===== config.mk =====
export PLATFORM = sky130hd
export DESIGN_NAME = mips_multicycle_ctrl
export DESIGN_NICKNAME = d
export VERILOG_FILES = /design/src/rtl/mips_mc_pkg.sv /design/src/rtl/mips_mc_aludec.sv /design/src/rtl/mips_multicycle_ctrl.sv
export SDC_FILE = /design/constraint.sdc
export NUM_CORES = 1
export LEC_CHECK = 0
export CAP_MARGIN = 20
export CORE_MARGIN = 2
export CORE_UTILIZATION = 45
export CTS_BUF_LIST = sky130_fd_sc_hd__clkbuf_4
export DETAILED_ROUTE_END_ITERATION = 7
export GPL_TIMING_DRIVEN = 0
export PLACE_DENSITY = 0.8
export SYNTH_ARGS = -nofsm -noshare
export SYNTH_HDL_FRONTEND = slang
export SYNTH_SLANG_ARGS = --single-unit

===== constraint.sdc =====
create_clock -name clk -period 1.85 [get_ports clk]
set_input_delay 0.185 -clock clk [delete_from_list [all_inputs] [get_ports clk]]
set_output_delay 0.185 -clock clk [all_outputs]
set_load 0.02 [all_outputs]

===== src/rtl/mips_mc_pkg.sv =====
// mips_mc_pkg: shared types and encodings for the multicycle MIPS control FSM.
//   state_t    : main controller states
//   aluop_t    : state-derived ALU operation class handed to the ALU decoder
//   OP_* / FN_*: opcode and R-type funct field values
//   ALU_*      : alucontrol encodings
//   SRCB_*     : alusrcb encodings, PCSRC_*: pcsrc encodings
package mips_mc_pkg;

    typedef enum logic [3:0] {
        FETCH,
        DECODE,
        MEMADR,
        MEMRD,
        MEMWB,
        MEMWR,
        EXEC_R,
        EXEC_I,
        ALUWB_R,
        ALUWB_I,
        BRANCH,
        JUMP,
        TRAP
    } state_t;

    typedef enum logic [2:0] {
        ALUOP_ADD,
        ALUOP_SUB,
        ALUOP_FUNCT,
        ALUOP_AND,
        ALUOP_OR,
        ALUOP_SLT
    } aluop_t;

    // Opcodes
    localparam logic [5:0] OP_RTYPE = 6'b000000;
    localparam logic [5:0] OP_LW    = 6'b100011;
    localparam logic [5:0] OP_SW    = 6'b101011;
    localparam logic [5:0] OP_ADDI  = 6'b001000;
    localparam logic [5:0] OP_ANDI  = 6'b001100;
    localparam logic [5:0] OP_ORI   = 6'b001101;
    localparam logic [5:0] OP_SLTI  = 6'b001010;
    localparam logic [5:0] OP_BEQ   = 6'b000100;
    localparam logic [5:0] OP_BNE   = 6'b000101;
    localparam logic [5:0] OP_J     = 6'b000010;

    // R-type funct codes
    localparam logic [5:0] FN_ADD = 6'b100000;
    localparam logic [5:0] FN_SUB = 6'b100010;
    localparam logic [5:0] FN_AND = 6'b100100;
    localparam logic [5:0] FN_OR  = 6'b100101;
    localparam logic [5:0] FN_SLT = 6'b101010;

    // alucontrol encodings
    localparam logic [2:0] ALU_AND = 3'b000;
    localparam logic [2:0] ALU_OR  = 3'b001;
    localparam logic [2:0] ALU_ADD = 3'b010;
    localparam logic [2:0] ALU_SUB = 3'b110;
    localparam logic [2:0] ALU_SLT = 3'b111;

    // alusrcb encodings
    localparam logic [1:0] SRCB_REG   = 2'b00;
    localparam logic [1:0] SRCB_FOUR  = 2'b01;
    localparam logic [1:0] SRCB_IMM   = 2'b10;
    localparam logic [1:0] SRCB_BRIMM = 2'b11;

    // pcsrc encodings
    localparam logic [1:0] PCSRC_ALU    = 2'b00;
    localparam logic [1:0] PCSRC_ALUOUT = 2'b01;
    localparam logic [1:0] PCSRC_JUMP   = 2'b10;

endpackage


===== src/rtl/mips_mc_aludec.sv =====
// mips_mc_aludec: ALU decoder for the multicycle controller.
//   funct         in  6  R-type function field
//   aluop         in     operation class derived from the FSM state and opcode
//   alucontrol    out 3  ALU operation
//   funct_illegal out 1  funct is not a supported R-type operation (only
//                        meaningful when aluop is ALUOP_FUNCT)
module mips_mc_aludec
    import mips_mc_pkg::*;
(
    input  logic [5:0] funct,
    input  aluop_t     aluop,
    output logic [2:0] alucontrol,
    output logic       funct_illegal
);

    always_comb begin
        // NOTE: defaults first so every path assigns every output; a missing
        // assignment on some path would infer a latch.
        alucontrol    = ALU_ADD;
        funct_illegal = 1'b0;
        case (aluop)
            ALUOP_ADD: alucontrol = ALU_ADD;
            ALUOP_SUB: alucontrol = ALU_SUB;
            ALUOP_AND: alucontrol = ALU_AND;
            ALUOP_OR:  alucontrol = ALU_OR;
            ALUOP_SLT: alucontrol = ALU_SLT;
            ALUOP_FUNCT: begin
                case (funct)
                    FN_ADD:  alucontrol = ALU_ADD;
                    FN_SUB:  alucontrol = ALU_SUB;
                    FN_AND:  alucontrol = ALU_AND;
                    FN_OR:   alucontrol = ALU_OR;
                    FN_SLT:  alucontrol = ALU_SLT;
                    default: funct_illegal = 1'b1;
                endcase
            end
            default: alucontrol = ALU_ADD;
        endcase
    end

endmodule


===== src/rtl/mips_multicycle_ctrl.sv =====
// mips_multicycle_ctrl: main control FSM of the multicycle MIPS core.
// Sequences fetch/decode/execute/memory/writeback with a memory-ready
// handshake, counts retired instructions and flags illegal instructions.
//
// Optional build macro: MIPS_MC_TRAP_EN
//   defined   : illegal op/funct enters TRAP; illegal is sticky, the FSM
//               stays there until reset.
//   undefined : illegal op/funct returns to FETCH as an uncounted NOP and
//               illegal stays 0.
//
// Ports:
//   clk, reset (async, active-high)
//   op, funct       : instruction register fields
//   zero            : ALU zero flag (branch condition)
//   mem_ready       : memory completes the current access this cycle
//   memread, memwrite, iord, irwrite, pcwrite, regdst, memtoreg, regwrite,
//   alusrca, alusrcb, immzext, pcsrc, alucontrol : datapath controls
//   illegal         : sticky illegal-instruction flag
//   instret         : retired-instruction counter (wraps)
module mips_multicycle_ctrl
    import mips_mc_pkg::*;
#(
    parameter int CNT_W  = 32,
    parameter int ALUC_W = 3
) (
    input  logic              clk,
    input  logic              reset,
    input  logic [5:0]        op,
    input  logic [5:0]        funct,
    input  logic              zero,
    input  logic              mem_ready,
    output logic              memread,
    output logic              memwrite,
    output logic              iord,
    output logic              irwrite,
    output logic              pcwrite,
    output logic              regdst,
    output logic              memtoreg,
    output logic              regwrite,
    output logic              alusrca,
    output logic [1:0]        alusrcb,
    output logic              immzext,
    output logic [1:0]        pcsrc,
    output logic [ALUC_W-1:0] alucontrol,
    output logic              illegal,
    output logic [CNT_W-1:0]  instret
);

`ifdef MIPS_MC_TRAP_EN
    localparam state_t BAD_NEXT = TRAP;
    localparam bit     TRAP_EN  = 1'b1;
`else
    localparam state_t BAD_NEXT = FETCH;
    localparam bit     TRAP_EN  = 1'b0;
`endif

    state_t     state;
    aluop_t     aluop;
    logic [2:0] alu_ctl;
    logic       funct_illegal;

    mips_mc_aludec u_aludec (
        .funct         (funct),
        .aluop         (aluop),
        .alucontrol    (alu_ctl),
        .funct_illegal (funct_illegal)
    );

    assign alucontrol = ALUC_W'(alu_ctl);

    // State, sticky trap flag and retire counter.
    always_ff @(posedge clk or posedge reset) begin
        if (reset) begin
            state   <= FETCH;
            illegal <= 1'b0;
            instret <= '0;
        end else begin
            // NOTE: non-blocking assignments so every register here samples
            // the values from before this clock edge.
            case (state)
                FETCH: if (mem_ready) state <= DECODE;
                DECODE: begin
                    case (op)
                        OP_LW, OP_SW:                      state <= MEMADR;
                        OP_RTYPE:                          state <= EXEC_R;
                        OP_ADDI, OP_ANDI, OP_ORI, OP_SLTI: state <= EXEC_I;
                        OP_BEQ, OP_BNE:                    state <= BRANCH;
                        OP_J:                              state <= JUMP;
                        default: begin
                            state <= BAD_NEXT;
                            if (TRAP_EN) illegal <= 1'b1;
                        end
                    endcase
                end
                MEMADR: state <= (op == OP_LW) ? MEMRD : MEMWR;
                MEMRD:  if (mem_ready) state <= MEMWB;
                MEMWR: begin
                    if (mem_ready) begin
                        state   <= FETCH;
                        instret <= instret + CNT_W'(1);
                    end
                end
                EXEC_R: begin
                    if (funct_illegal) begin
                        state <= BAD_NEXT;
                        if (TRAP_EN) illegal <= 1'b1;
                    end else begin
                        state <= ALUWB_R;
                    end
                end
                EXEC_I: state <= ALUWB_I;
                MEMWB, ALUWB_R, ALUWB_I, BRANCH, JUMP: begin
                    state   <= FETCH;
                    instret <= instret + CNT_W'(1);
                end
                TRAP:    state <= TRAP;
                default: state <= FETCH;
            endcase
        end
    end

    // Moore decode of the datapath controls; the FETCH strobes, the memory
    // strobes' exit and the branch pcwrite also look at inputs. Everything
    // is forced idle while reset is high so no access can leak out.
    always_comb begin
        memread  = 1'b0;
        memwrite = 1'b0;
        iord     = 1'b0;
        irwrite  = 1'b0;
        pcwrite  = 1'b0;
        regdst   = 1'b0;
        memtoreg = 1'b0;
        regwrite = 1'b0;
        alusrca  = 1'b0;
        alusrcb  = SRCB_REG;
        immzext  = 1'b0;
        pcsrc    = PCSRC_ALU;
        aluop    = ALUOP_ADD;
        if (!reset) begin
            case (state)
                FETCH: begin
                    memread = 1'b1;
                    alusrcb = SRCB_FOUR;
                    irwrite = mem_ready;
                    pcwrite = mem_ready;
                end
                DECODE: alusrcb = SRCB_BRIMM;
                MEMADR: begin
                    alusrca = 1'b1;
                    alusrcb = SRCB_IMM;
                end
                MEMRD: begin
                    memread = 1'b1;
                    iord    = 1'b1;
                end
                MEMWB: begin
                    regwrite = 1'b1;
                    memtoreg = 1'b1;
                end
                MEMWR: begin
                    memwrite = 1'b1;
                    iord     = 1'b1;
                end
                EXEC_R: begin
                    alusrca = 1'b1;
                    aluop   = ALUOP_FUNCT;
                end
                EXEC_I: begin
                    alusrca = 1'b1;
                    alusrcb = SRCB_IMM;
                    immzext = (op == OP_ANDI) || (op == OP_ORI);
                    case (op)
                        OP_ANDI: aluop = ALUOP_AND;
                        OP_ORI:  aluop = ALUOP_OR;
                        OP_SLTI: aluop = ALUOP_SLT;
                        default: aluop = ALUOP_ADD;
                    endcase
                end
                ALUWB_R: begin
                    regwrite = 1'b1;
                    regdst   = 1'b1;
                end
                ALUWB_I: regwrite = 1'b1;
                BRANCH: begin
                    alusrca = 1'b1;
                    pcsrc   = PCSRC_ALUOUT;
                    aluop   = ALUOP_SUB;
                    pcwrite = (op == OP_BNE) ? !zero : zero;
                end
                JUMP: begin
                    pcsrc   = PCSRC_JUMP;
                    pcwrite = 1'b1;
                end
                default: ;
            endcase
        end
    end

endmodule


==> flow_summary.toml, run 1 <==
[detailed_routing]
drtIter0Drc = 267
wl_per_cell_um = 18.63
firstDrtPassIters = 4
drtAntennaViolNets = 0
vias = 2537
wirelength_um = 7974
via_per_inst = 5.928
drc = 0

[final_layout]
fin_area_sq_mm = 0.003640
nets = 374
drive_gt1_frac = 0.3268
n_antenna_cell = 0
syn2layout_area_growth_pct = 58.01
fin_util = 0.7265

[yosys]
synthCells = 251
ys_seq_elements = 36
yosysUniqueCellTypes = 55
synthTopCellsByArea = "dfrtp_1 (39%), xnor2_1 (7.2%), xor2_1 (4.9%)"
avgSynthCellArea_sq_um = 9.177
synth_warnings = 1
synth_edf_count = 0
synth_top_area_cell = "dfrtp_1"
async_flop_share = 1.000
ys_top_cells_by_count = "dfrtp_1 (36), xnor2_1 (19), nor2_1 (18)"
synth_most_common_cell = "dfrtp_1"
synth-seq-area-share = 0.3911
yosysTopAreaCellShare = 0.3911
synth_area_sq_mm = 0.002303
synthFlopType = "dfrtp_1"
synth_fp_nets = 268

[clock_network]
clkLatencyLatePin_ps = 350
clockRootBuffer = "clkbuf_4"
cts_inserted_buffers = 5
clock_sinks = 36
clk_path_buf_depth = 2
cts_tree = "built"
clkTransAtPathRegs_ps = 100
cts.htree.levels = 2

[critical_path]
slowest_stage = "dfrtp_2"
path_cells = "buf_8 > nor3b_4 > nand4_1 > o211ai_1 > a31oi_1 > buf_4"
cp_slowest_stage_delay_ps = 430
crit_type = "flop to output port"
cp.required_ps = 1660
start_kind = "flop"
endpoint_kind = "output port"
crit_path_max_fanout = 4
worstPathArrival_ps = 1850

[sta]
fin_hold_ws_ps = 222.5
period_needed_ps = 2037
final_hold_viol_count = 0
drv_slew = 0
setup_viol = 7
skew_ps = 7.128
relSlewSlack = 0.3819
tightest_slew_ps = 922.1
fmax_ghz = 0.4910
fin_crit_sh = 1.101
setup_slack_ps = -186.7
rsz0062_at_grt = "true"

[worst_hold_path]
hold_class = "primary input to async pin"

[power]
leakage_nw = 1.405
ir_worst_vdd_uv = 746.6
p_total_mw = 2.683
powerDensity_mw_per_mm2 = 737.1

[place]
dp_slack_ps = -648.5
gp_congestion = 0.8351
dpl_cell_area_sq_mm = 0.003025
io_buffers = 63
hpwl_um = 4358

[floorplanning]
die_h_um = 75.55
io_pins = 66
die_area_sq_mm = 0.005707
fp.coreArea_sq_mm = 0.005010
fp-row-count = 26
chipWidth_um = 75.55
start_util = 0.4598

[grt]
grt_pass1_vias = 2086
grt-ovfl-total = 0
grt_usage = 0.2371
grt_max_degree = 20
grt_pass1_wl_um = 10390
grt_antenna_before_repair = 0

[outcome]
status = "complete, but fails checks"
violations = "setup timing"

[run]
maxCapViolations = 0
## critical path: cells and delay by family (launching register included)
family / cells / cell delay [ps]
flip-flops: 1 / 430
buffers and inverters: 2 / 300
AO/OA/AOI/OAI: 2 / 350
AND/OR/NAND/NOR: 2 / 420
## power breakdown
group | switching (mW) | internal (mW) | leakage (nW)
registers | 0.107 | 0.870 | 0.419
clock network | 0.249 | 0.175 | 0.0338
logic | 0.680 | 0.602 | 0.952
total | 1.04 | 1.65 | 1.40
## final timing paths
kind	start	slack (ps)	depth (start not counted)	endpoint
max	state[3]$_DFFE_PP0P_	-190	6	alucontrol[1]
min	reset	220	3	state[0]$_DFFE_PP0P_
max reg2reg	state[2]$_DFFE_PP0P_	-10	7	instret[15]$_DFFE_PP0P_
min reg2reg	instret[31]$_DFFE_PP0P_	470	1	instret[31]$_DFFE_PP0P_
max in group asynchronous	reset	1020	2	instret[11]$_DFFE_PP0P_
min in group clk	op[0]	450	4	state[1]$_DFFE_PP0P_
## metrics by stage
step | cells | setup TNS (ps)
after floorplan | 251 | 0
after global placement | 384 | -12900
after detailed placement | 384 | -13600
after CTS | 405 | -641.5
after global routing | 428 | -1598
final | 428 | -505.1
## logic make-up (layout without fill, tap and decap cells)
logic type,Yosys count,after routing,share of synthesized area
DFF,36,36,0.3911
buffers and inverters,21,128,0.03639
xor gates and xnor gates,32,32,0.1217
and+or+nand+nor,117,117,0.2955
other,1,1,0.001628
muxes,2,2,0.009234
adders and majority gates,1,1,0.005431
AOI/OAI and AO/OA,41,41,0.1391
## sequential cells by signal, indices dropped and copies added (netlist names)
| register | cells |
|---|---|
| instret | 32 |
| state | 4 |
## what timing repair did
item	in CTS	in global routing
hold buffers	0	0
gates cloned	1	2
resized for setup	102	63
setup endpoints to repair	42	43
pin swaps	8	19
buffers inserted	12	21
## layer usage
| layer | track usage | wire length, um | up-vias |
|---|---|---|---|
| li1 | - | - | 1139 |
| met4 | 0.07797 | 188 | 0 |
| met5 | 0 | 0 | - |
| met2 | 0.3874 | 4083 | 114 |
| met3 | 0.03307 | 423 | 25 |
| met1 | 0.3253 | 3278 | 1259 |
## cell usage in the layout, fill, tap and decap left out, types with 3 or more instances in the layout
master,n
a2111oi_4,3
a211oi_1,3
and3_1,5
and4_1,3
buf_2,6
buf_4,35
buf_6,6
buf_8,4
clkbuf_2,6
clkbuf_4,9
clkdlybuf4s50_1,44
dfrtp_1,25
dfrtp_2,11
inv_1,7
nand2_1,14
nand2b_1,9
nand3_1,11
nand4_1,15
nand4_4,3
nor2_1,17
nor2b_1,3
nor3_1,10
o21ai_0,4
xnor2_1,18
xor2_1,13
## layout make-up
type	instances	area [sq um]
Sequential cell	36	914.6
Clock inverter	1	3.754
Timing Repair inverter	1	5.005
Timing Repair Buffer	98	872.1
Clock buffer	7	52.55
Multi-Input combinational cell	194	1523
Buffer	13	147.6
Tap cell	70	87.58
Inverter	8	33.78
Fill cell	353	1370
Power figures use the tool's default switching activity.
==> inputs of run 2 (changes only) <==
--- a/config.mk
+++ b/config.mk
@@ -6,12 +6,13 @@
 export NUM_CORES = 1
 export LEC_CHECK = 0
 export CAP_MARGIN = 20
+export CORE_ASPECT_RATIO = 1.4
 export CORE_MARGIN = 2
-export CORE_UTILIZATION = 45
+export CORE_UTILIZATION = 53
 export CTS_BUF_LIST = sky130_fd_sc_hd__clkbuf_4
 export DETAILED_ROUTE_END_ITERATION = 7
 export GPL_TIMING_DRIVEN = 0
-export PLACE_DENSITY = 0.8
+export PLACE_DENSITY = 0.89
 export SYNTH_ARGS = -nofsm -noshare
 export SYNTH_HDL_FRONTEND = slang
 export SYNTH_SLANG_ARGS = --single-unit
==> constraint.sdc (replaced) <==
create_clock -name clk -period 2.6 [get_ports clk]
set_input_delay 0.26 -clock clk [delete_from_list [all_inputs] [get_ports clk]]
set_output_delay 0.26 -clock clk [all_outputs]
set_load 0.02 [all_outputs]
==> run 2 against run 1 <==
Against the previous run: the flow now finishes without violations; die area down 14%; worst hold slack worse by 190 ps; cell count down 14%.
==> flow_summary.toml, run 2 (same netlist as run 1, synthesis figures left out) <==
[floorplanning]
start_util = 0.5479
io_pins = 66
die_area_sq_mm = 0.004897
chipWidth_um = 59.72
fp.coreArea_sq_mm = 0.004204
fp-row-count = 28
die_h_um = 82.01

[final_layout]
n_antenna_cell = 0
fin_util = 0.7372
syn2layout_area_growth_pct = 34.55
drive_gt1_frac = 0.09598
largestRegisters = "instret x32, state x4"
nets = 339
fin_area_sq_mm = 0.003099
multi_input_area_sq_mm = 0.001324
most-common-layout-cells = "clkdlybuf4s50_1 (57), dfrtp_1 (34), xnor2_1 (19)"
largest_reg_flops = 32
n_fill_cell = 320
top_register = "instret"
regArea_sq_um = 903.4
layout_commonest_cell = "clkdlybuf4s50_1"
final_cell_count_no_fill = 368

[clock_network]
cts_tree = "built"
clk_path_buf_depth = 2
clockRootBuffer = "clkbuf_4"
clkTransAtPathRegs_ps = 100
clock_sinks = 36
cts_inserted_buffers = 5
cts.htree.levels = 2
clkLatencyLatePin_ps = 340

[sta]
setup_viol = 0
final_hold_viol_count = 0
skew_ps = 4.387
fmax_ghz = 0.3974
tightest_slew_ps = 921.2
setup_slack_ps = 83.92
fin_hold_ws_ps = 36.22
fin_crit_sh = 0.9677
fin_tns_setup_ps = 0
drv_slew = 0
period_needed_ps = 2516
relSlewSlack = 0.3812
rsz0062_at_grt = "false"

[critical_path]
critical_path.top_delay_family = "buffers and inverters"
timing.rr.end = "instret[23]$_DFFE_PP0P_"
endpoint_kind = "output port"
crit_buf_inv = 2
cp_slowest_stage_delay_ps = 600
cp.required_ps = 2340
reg2reg_depth = 5
slowest_stage = "clkdlybuf4s50_1"
crit_type = "flop to output port"
r2r_start = "state[2]$_DFFE_PP0P_"
worstPathArrival_ps = 2260
start_kind = "flop"
crit_path_max_fanout = 10
path_cells = "buf_2 > nor3b_1 > o311ai_0 > nand2b_1 > clkdlybuf4s50_1"
reg2reg_slack_ps = 580

[place]
dp_slack_ps = 54.29
dp.cells = 360
gp_congestion = 0.9417
hpwl_um = 4321
dpl_cell_area_sq_mm = 0.003018
io_buffers = 63

[detailed_routing]
vias = 2176
drtAntennaViolNets = 0
drc = 0
wl_per_cell_um = 15.52
via_per_inst = 5.913
firstDrtPassIters = 4
drtIter0Drc = 106
wirelength_um = 5712

[worst_hold_path]
hold_class = "primary input to async pin"

[grt]
grt_usage = 0.2531
grt-ovfl-total = 0
grt_antenna_before_repair = 0
grt_pass1_vias = 2118
grt_pass1_wl_um = 9515
grt_max_degree = 26

[outcome]
status = "completed"

[power]
leakage_nw = 1.161
ir_worst_vdd_uv = 295.4
powerDensity_mw_per_mm2 = 525.8
p_total_mw = 1.630

[run]
maxCapViolations = 0
[run 2: cell count changes in the layout (fill, tap and decap cells not counted), moves of 4 or more]
cell,previous run,this run
buf_4,35,3
buf_6,6,0
buf_8,4,0
clkbuf_2,6,2
clkdlybuf4s50_1,44,57
dfrtp_1,25,34
dfrtp_2,11,2
[run 2: what timing repair did]
item / 4_1_cts / 5_1_grt
hold buffers: 0 / 0
endpoints found under the setup margin: 9 / 8
gates resized for setup: 8 / 10
setup buffers: 0 / 2
[run 2: worst register-to-register path: stages, from the launching register on]
cell and delay [ps]:
dfrtp_2 490, nor2b_1 320, nand4_1 260, clkbuf_1 300
a2111oi_2 420, xor2_1 170
[run 2: cell type report]
type / instances / share of cell area
multi-input combinational: 194 / 0.4271
sequential: 36 / 0.2915
timing repair buffer: 66 / 0.2172
tap: 45 / 0.01817
clock buffer: 7 / 0.01696
buffer: 11 / 0.01696
inverter: 8 / 0.01090
clock inverter: 1 / 0.001211
[run 2: where the power goes]
part / switching [mW] / total [mW] / internal [mW]
Clock: 0.174 / 0.298 / 0.125
Combinational: 0.329 / 0.608 / 0.279
Sequential: 0.107 / 0.723 / 0.616
[run 2: worst max path at each step]
stage                         startpoint             to  slack [ps]  cells after the start
floorplan                          reset       memtoreg         440                      4
global placement                   reset       memwrite        -320                      5
detailed placement                 op[1]  alucontrol[0]          50                      5
CTS                 state[0]$_DFFE_PP0P_        pcwrite         0.6                      5
global route        state[1]$_DFFE_PP0P_       pcsrc[1]          10                      5
finish              state[3]$_DFFE_PP0P_        pcwrite          80                      5
[run 2: per-layer routing]
layer | share of wire | wire (um) | global-route usage
met1 | 0.40 | 2310 | 0.2812
met4 | 0.026 | 151 | 0.1044
met3 | 0.047 | 269 | 0.05827
met5 | 0 | 0 | 0
met2 | 0.52 | 2981 | 0.4522
==> inputs of run 3 (changes only) <==
--- a/config.mk
+++ b/config.mk
@@ -8,11 +8,11 @@
 export CAP_MARGIN = 20
 export CORE_ASPECT_RATIO = 1.4
 export CORE_MARGIN = 2
-export CORE_UTILIZATION = 53
+export CORE_UTILIZATION = 45
 export CTS_BUF_LIST = sky130_fd_sc_hd__clkbuf_4
 export DETAILED_ROUTE_END_ITERATION = 7
 export GPL_TIMING_DRIVEN = 0
-export PLACE_DENSITY = 0.89
+export PLACE_DENSITY = 0.8
 export SYNTH_ARGS = -nofsm -noshare
 export SYNTH_HDL_FRONTEND = slang
 export SYNTH_SLANG_ARGS = --single-unit
==> constraint.sdc (replaced) <==
create_clock -name clk -period 2.1 [get_ports clk]
set_input_delay 0.21 -clock clk [delete_from_list [all_inputs] [get_ports clk]]
set_output_delay 0.21 -clock clk [all_outputs]
set_load 0.02 [all_outputs]
==> run 3 against run 2 <==
Against the previous run: the flow now finishes with violations (setup timing); highest routed layer unchanged; global-route usage fell by 4.0 points; sequential share of layout area fell by 0.23 points; critical path type unchanged; critical path depth rose by 2; clock skew rose by 3.9 ps; core utilization fell by 9.6 points; via count rose by 1.5%; sequential power rose by 22%; flip-flop and latch count did not move.
==> flow_summary.toml, run 3 (same netlist as run 1, synthesis figures left out) <==
[outcome]
status = "complete, but fails checks"
violations = "setup timing"

[critical_path]
cp.required_ps = 1890
r2r_start = "instret[4]$_DFFE_PP0P_"
worstPathArrival_ps = 1960
endpoint_kind = "output port"
path_cells = "buf_6 > nor3b_4 > nand4_1 > buf_4 > o211ai_1 > a31oi_1 > buf_4"
cp_common_cell = "buf_4"
slowest_stage = "dfrtp_2"
crit_path_max_fanout = 6
start_kind = "flop"
timing.rr.end = "instret[31]$_DFFE_PP0P_"
reg2reg_depth = 5
crit_type = "flop to output port"
reg2reg_slack_ps = 160
cp_slowest_stage_delay_ps = 460

[sta]
fin_hold_ws_ps = 113.9
setup_viol = 1
drv_slew = 0
tightest_slew_ps = 813.5
setup_slack_ps = -72.18
period_needed_ps = 2172
relSlewSlack = 0.4530
fin_tns_setup_ps = -72.18
fmax_ghz = 0.4604
skew_ps = 8.278
final_hold_viol_count = 0
rsz0062_at_grt = "true"
fin_crit_sh = 1.034

[final_layout]
largest_reg_flops = 32
regArea_sq_um = 904.6
multi_input_area_sq_mm = 0.001345
n_antenna_cell = 0
n_fill_cell = 441
largestRegisters = "instret x32, state x4"
nets = 342
layout_commonest_cell = "clkdlybuf4s50_1"
most-common-layout-cells = "clkdlybuf4s50_1 (45), dfrtp_1 (33), xnor2_1 (19)"
syn2layout_area_growth_pct = 35.80
top_register = "instret"
drive_gt1_frac = 0.1477

[detailed_routing]
vias = 2208
drc = 0
firstDrtPassIters = 4
wirelength_um = 5786
drtIter0Drc = 152
wl_per_cell_um = 14.87
drtAntennaViolNets = 0
via_per_inst = 5.676

[floorplanning]
die_area_sq_mm = 0.005715
start_util = 0.4721
fp-row-count = 30
chipWidth_um = 64.47
die_h_um = 88.66
io_pins = 66
fp.coreArea_sq_mm = 0.004880

[worst_hold_path]
hold_class = "primary input to async pin"

[grt]
grt_use_met2 = 0.3949
top_usage_layer = "met2"
gr-usage-met1 = 0.2349
grt_pass1_wl_um = 9563
grt_usage = 0.2130
use_met3 = 0.04326
grt-ovfl-total = 0
grt_max_degree = 39
grt_antenna_before_repair = 0
grt_pass1_vias = 2098

[clock_network]
clockRootBuffer = "clkbuf_4"
clkLatencyLatePin_ps = 340
postCtsHoldBufs = 0
cts_tree = "built"
clock_sinks = 36
clk_path_buf_depth = 2
cts.htree.levels = 2
cts_inserted_buffers = 5
clkTransAtPathRegs_ps = 100

[place]
gp_congestion = 0.9284
io_buffers = 63
hpwl_um = 4318

[run]
maxCapViolations = 0

[power]
powerDensity_mw_per_mm2 = 642.4
ir_worst_vdd_uv = 307.6
leakage_nw = 1.225
-- run 3: per-stage QoR --
stage | total power [mW] | setup WS [ps] | utilization | cells | instance area [sq um]
2_1_floorplan | 1.332 | 37.17 | - | 251 | 2303
3_3_place_gp | 1.637 | -701.3 | 0.6177 | 378 | 3014
3_5_place_dp | 1.651 | -367.0 | 0.6177 | 378 | 3014
4_1_cts | 2.002 | -234.9 | 0.6305 | 384 | 3077
5_1_grt | 2.133 | -201.5 | 0.6410 | 389 | 3128
6_report | 2.009 | -72.18 | 0.6410 | 389 | 3128
-- run 3: critical path: cells and delay by family (launching register included) --
family	cells	cell delay, ps
flops	1	460
buf+inv	3	500
compound gates	2	260
simple gates	2	400
-- run 3: routing by layer --
| layer | wire [um] | part of all wire |
|---|---|---|
| met1 | 2293 | 0.40 |
| met2 | 3055 | 0.53 |
| met4 | 138 | 0.024 |
| met3 | 298 | 0.052 |
| met5 | 0 | 0 |
-- run 3: layout make-up --
cell class | instances | share of cell area
timing repair buffer | 69 | 0.2064
clock inverter | 1 | 0.001600
tap | 64 | 0.02560
inverter | 8 | 0.01040
sequential | 36 | 0.2892
clock buffer | 6 | 0.01440
buffer | 11 | 0.02240
multi-input combinational | 194 | 0.4300
-- run 3: power by group --
group	leakage, nW	internal, mW	switching, mW
logic	0.766	0.344	0.427
registers	0.428	0.765	0.119
clock network	0.0315	0.136	0.219
-- run 3: how the worst max path moves through the flow --
stage               endpoint            startpoint  slack [ps]  cells past startpoint
2_1_floorplan       memtoreg                 reset          40                      4
3_3_place_gp        memtoreg                 reset        -700                      5
3_5_place_dp   alucontrol[0]                 op[1]        -370                      5
4_1_cts        alucontrol[1]  state[3]$_DFFE_PP0P_        -230                      6
5_1_grt        alucontrol[1]  state[2]$_DFFE_PP0P_        -200                      7
6_report       alucontrol[1]  state[3]$_DFFE_PP0P_         -70                      7
-- run 3: what timing repair did --
item                                    CTS  global route
gates cloned                              0             0
endpoints found under the setup margin   17            21
pin swaps                                 0             4
resized for setup                        41            36
setup buffers                             0             6
